==> src/rtl/instr_fetch.sv <==
// instr_fetch: instruction-fetch stage.
// It owns the PC, fetches one instruction at a time over a req/gnt/rvalid
// port, and hands each instruction downstream through a valid/ready port.
// Optional build macro: FETCH_MISALIGN_TRAP_EN. When it is defined, a
// misaligned next PC is loaded unmasked, fetch_misalign is raised, and
// the FSM parks in HALT until reset. When it is undefined, bits [1:0] of
// the next PC are cleared and fetching continues.
module instr_fetch #(
    parameter logic [31:0] RESET_PC = 32'h0000_0000
) (
    input  logic        clk,
    input  logic        rst,
    // Memory side: the request is held with a stable address until the
    // memory grants it. The response comes back on rvalid while in WAIT.
    output logic        imem_req,
    output logic [31:0] imem_addr,
    input  logic        imem_gnt,
    input  logic        imem_rvalid,
    input  logic [31:0] imem_rdata,
    // Downstream side: valid/ready. Once instr_valid is high, instr and pc
    // stay stable until the cycle in which instr_valid & instr_ready.
    // branch_taken/branch_imm are sampled only in that consume cycle.
    output logic        instr_valid,
    output logic [31:0] instr,
    output logic [31:0] pc,
    input  logic        instr_ready,
    input  logic        branch_taken,
    input  logic [31:0] branch_imm,
`ifdef FETCH_MISALIGN_TRAP_EN
    output logic        fetch_misalign,
`endif
    output logic [2:0]  dbg_state
);

    typedef enum logic [2:0] {
        S_IDLE  = 3'd0,
        S_REQ   = 3'd1,
        S_WAIT  = 3'd2,
`ifdef FETCH_MISALIGN_TRAP_EN
        S_VALID = 3'd3,
        S_HALT  = 3'd4
`else
        S_VALID = 3'd3
`endif
    } state_t;

    state_t      state;
    state_t      state_nx;
    logic        consume;
    logic [31:0] target;
    logic [31:0] next_pc;
    logic        misaligned;

    assign consume    = (state == S_VALID) && instr_valid && instr_ready;
    assign target     = branch_taken ? (pc + branch_imm) : (pc + 32'd4);
    assign misaligned = |target[1:0];

`ifdef FETCH_MISALIGN_TRAP_EN
    // The trap build keeps the raw target so software can see the bad address.
    assign next_pc = target;
`else
    // Without the trap, the low two bits are cleared and fetching continues.
    assign next_pc = target & ~32'h0000_0003;
`endif

    assign imem_req  = (state == S_REQ);
    assign imem_addr = pc;
    assign dbg_state = state;

    // Next-state logic. Only one request is outstanding at a time.
    always_comb begin
        state_nx = state;
        case (state)
            S_IDLE:  state_nx = S_REQ;
            S_REQ:   if (imem_gnt) state_nx = S_WAIT;
            S_WAIT:  if (imem_rvalid) state_nx = S_VALID;
            S_VALID: begin
                if (consume) begin
`ifdef FETCH_MISALIGN_TRAP_EN
                    state_nx = misaligned ? S_HALT : S_REQ;
`else
                    state_nx = S_REQ;
`endif
                end
            end
`ifdef FETCH_MISALIGN_TRAP_EN
            S_HALT:  state_nx = S_HALT;
`endif
            default: state_nx = S_IDLE;
        endcase
    end

    // State, PC, instruction capture, and registered valid. Reset takes
    // priority over everything else.
    always_ff @(posedge clk) begin
        if (rst) begin
            state       <= S_IDLE;
            pc          <= RESET_PC;
            instr       <= 32'h0;
            instr_valid <= 1'b0;
`ifdef FETCH_MISALIGN_TRAP_EN
            fetch_misalign <= 1'b0;
`endif
        end else begin
            state       <= state_nx;
            instr_valid <= (state_nx == S_VALID);
            if (state == S_WAIT && imem_rvalid) begin
                instr <= imem_rdata;
            end
            if (consume) begin
                pc <= next_pc;
            end
`ifdef FETCH_MISALIGN_TRAP_EN
            if (consume && misaligned) begin
                fetch_misalign <= 1'b1;
            end
`endif
        end
    end

`ifndef FETCH_MISALIGN_TRAP_EN
    // misaligned is only consumed by the trap build.
    logic unused_misaligned;
    assign unused_misaligned = misaligned;
`endif

endmodule

==> config.mk <==
export PLATFORM = sky130hd
export DESIGN_NAME = instr_fetch
export DESIGN_NICKNAME = d
export VERILOG_FILES = /design/src/rtl/instr_fetch.sv
export SDC_FILE = /design/constraint.sdc
export NUM_CORES = 1
export LEC_CHECK = 0
export ABC_AREA = 1
export BUFFER_PORTS_ARGS = -buffer_cell sky130_fd_sc_hd__buf_2
export CORE_ASPECT_RATIO = 1.1
export CORE_UTILIZATION = 56
export DETAILED_ROUTE_END_ITERATION = 7
export PLACE_DENSITY_LB_ADDON = 0.1
export SLEW_MARGIN = 20
export SYNTH_ARGS = -nofsm -noshare
export SYNTH_HDL_FRONTEND = slang
export SYNTH_SLANG_ARGS = --single-unit
==> constraint.sdc <==
create_clock -name clk -period 6 [get_ports clk]
set_input_delay 1.2 -clock clk [delete_from_list [all_inputs] [get_ports clk]]
set_output_delay 1.2 -clock clk [all_outputs]
set_load 0.02 [all_outputs]
==> results_dict.tcl <==
set metrics [dict create \
    nets 1093 \
    rsz0062_at_grt "no" \
    post-synth-top-area-fraction_pct 25.1 \
    fraction_of_final_layout_cells_sized_beyond_drive_strength_1_pct 22.5 \
    totalPowerFinal_mw 0.884 \
    worstPathArrival_ns 3.37 \
    report.final.slew_viol_count 0 \
    wl_met1_mm 5.73 \
    synth_area_sq_um 5260 \
    maxCapViolCount 0 \
    cp-end-kind "flip-flop" \
    status "complete, no violations" \
    postLayoutCellArea_sq_um 6010 \
    mean_cell_area_of_the_mapped_netlist_sq_um 6.05 \
    synth_cell_type_count 38 \
    worst_pin_slew_ns 0.920 \
    report.final.setup_viol 0 \
    antenna_cells_inserted 0 \
    drtAntennaViolNets 0 \
    hold_viol 0 \
    grt_first_pass_wirelength_mm 21.4 \
    die_h_um 104 \
    total_of_fill_cells_in_the_finished_design 885 \
    slew_headroom_pct 38.6 \
    max_fanout_on_critical_path 30 \
    globalRouteOverflowTotal 0 \
    peakVddDrop_uv 151 \
    floorplan.rows 36 \
    timing.fmax_mhz 320 \
    hold_path.class "flip-flop to flip-flop" \
    final_worst_setup_slack_ns 2.87 \
    top_level_port_count 171 \
    layout.cells.most_common_list "nand2_1, buf_2, nor2_1, inv_1, dfxtp_1" \
    ys.warnings.count 0 \
    critical_path.startpoint_type "primary input" \
    drt_iter0_markers 293 \
    dr_total_vias 5319 \
    clockRootBuffer "clkbuf_8" \
    place.gp.congestion 0.940 \
    highest-signal-layer "met4" \
    final.period_utilization_pct 52.1 \
    drcViolationCount 0 \
    drt-vias-per-instance 4.78 \
    grt_usage_pct 26.8 \
    buffer_ports.inserted 164 \
    worstSkewPairLatency_ns 0.34 \
    layout_commonest_cell "nand2_1" \
    worst_ep_required_time_ns 6.25 \
    tritoncts "done" \
    cts-hold-fix-buffers 0 \
    cts-resized-gates 0 \
    fin_worst_hold_slack_ns 0.516 \
    share_of_synthesized_area_occupied_by_flip_flops_and_latches_pct 25.1 \
    wl_met3_um 833 \
    cts_htree_levels 3 \
    synthToLayoutAreaGrowth_pct 14.3 \
    placed_cells_incl_taps 1096 \
    core_area_sq_um 8960 \
    synth_area_leader_cell "dfxtp_1" \
    grt_antenna_before_repair 0 \
    clkTransAtPathRegs_ns 0.08 \
    worstSetupPathType "primary input to flip-flop" \
    fp.dieW_um 94.4 \
    drt-pass1-iter-count 5 \
    pin_count_of_the_biggest_net_entering_global_routing 51 \
    finalCriticalPeriod_ns 3.13 \
    finalClockSkew_ns 0.0137 \
    syn_inst 869 \
    cts_max_path_buffers 2 \
    fp.dieArea_sq_um 9780 \
    synth.ff_latch_count 66 \
    place.detailed.hpwl_mm 9.60 \
    pre_cts_setup_slack_ns 2.52 \
    cts.sink_count 66 \
    grt_pass1_vias 4887 \
    cts_post_setup_buffers_inserted 0 \
    tritoncts.num_buffers 9 \
    postRouteWirelength_mm 12.6 \
    initial_core_util_pct 58.6 \
    fin_cells 1112 \
    wl_met2_mm 5.78 \
    leakagePower_nw 3.92 \
    power_density_over_cell_area_nw_per_um2 147 \
    ys_top_cells_by_area "dfxtp_1, nand2_1, nor2_1" \
    post_drt_wl_per_cell_um 11.3 \
    utilization_pct 67.0 \
    tns_setup_ns 0 \
    placedInstanceArea_sq_um 5830 \
]
-- registers in the layout, indices dropped and copies added, names as in the netlist --
signal and flops:
instr 32, imem_addr 30, dbg_state 3, instr_valid 1
-- worst max-delay path: stages --
cell and delay (ns):
buf_2 0.28, nand2_1 0.14, ha_1 0.23, inv_1 0.07
fa_1 0.39, inv_1 0.10, nand3_1 0.07, nand3_1 0.17
nand2_1 0.10, nand2_1 0.15, nand2_1 0.12, nand4_1 0.12
nand3_1 0.08, nand2_1 0.10, inv_1 0.04
-- final cells by class --
cell class | count | area [sq um] | area share, %
Clock inverter | 7 | 51.3 | 0.854
Clock buffer | 9 | 124 | 2.06
Tap cell | 114 | 143 | 2.38
Inverter | 158 | 596 | 9.92
Sequential cell | 66 | 1320 | 22.0
Timing Repair Buffer | 164 | 821 | 13.7
Multi-Input combinational cell | 594 | 2950 | 49.1
-- logic make-up after synthesis --
kind of cell    Yosys count  synth area share, %
fa+ha+maj                30                 7.29
simple gates            462                 37.1
other cells               1               0.0714
xor+xnor                 11                 1.83
compound gates           86                 9.57
flops                    66                 25.1
buf+inv                 213                 19.0
-- power by group --
part | switching [mW] | leakage (nW) | internal (mW)
combinational | 0.0570 | 3.30 | 0.0363
sequential | 0.00201 | 0.532 | 0.441
clock | 0.195 | 0.0864 | 0.153
total | 0.254 | 3.92 | 0.630
-- final timing paths --
path              slack, ns         start  cells past startpoint       endpoint
hold / removal         0.52      instr[2]                      2       instr[2]
setup reg to reg       3.65  dbg_state[1]                      7  imem_addr[25]
setup / recovery       2.87  branch_taken                     15  imem_addr[26]
hold reg to reg        0.52      instr[2]                      2       instr[2]
-- synthesized netlist by cell type (all sizes together) --
cell,instances
nor2,166
nand4,4
o211ai,1
buf,45
conb,1
a31oi,1
a211oi,1
a21o,1
nand2,238
ha,29
o21ai,49
dfxtp,66
xor2,11
inv,158
a21oi,26
o21bai,7
clkbuf,10
nand3,48
fa,1
and2,2
or2,1
nor3,3
-- per-layer routing --
layer  GRT usage (%)  vias to the layer above
met5               0                        -
met4            7.91                        0
met3            4.70                       21
met2            45.4                      180
met1            34.1                     2280
li1                -                     2838
Power figures use the tool's default switching activity.
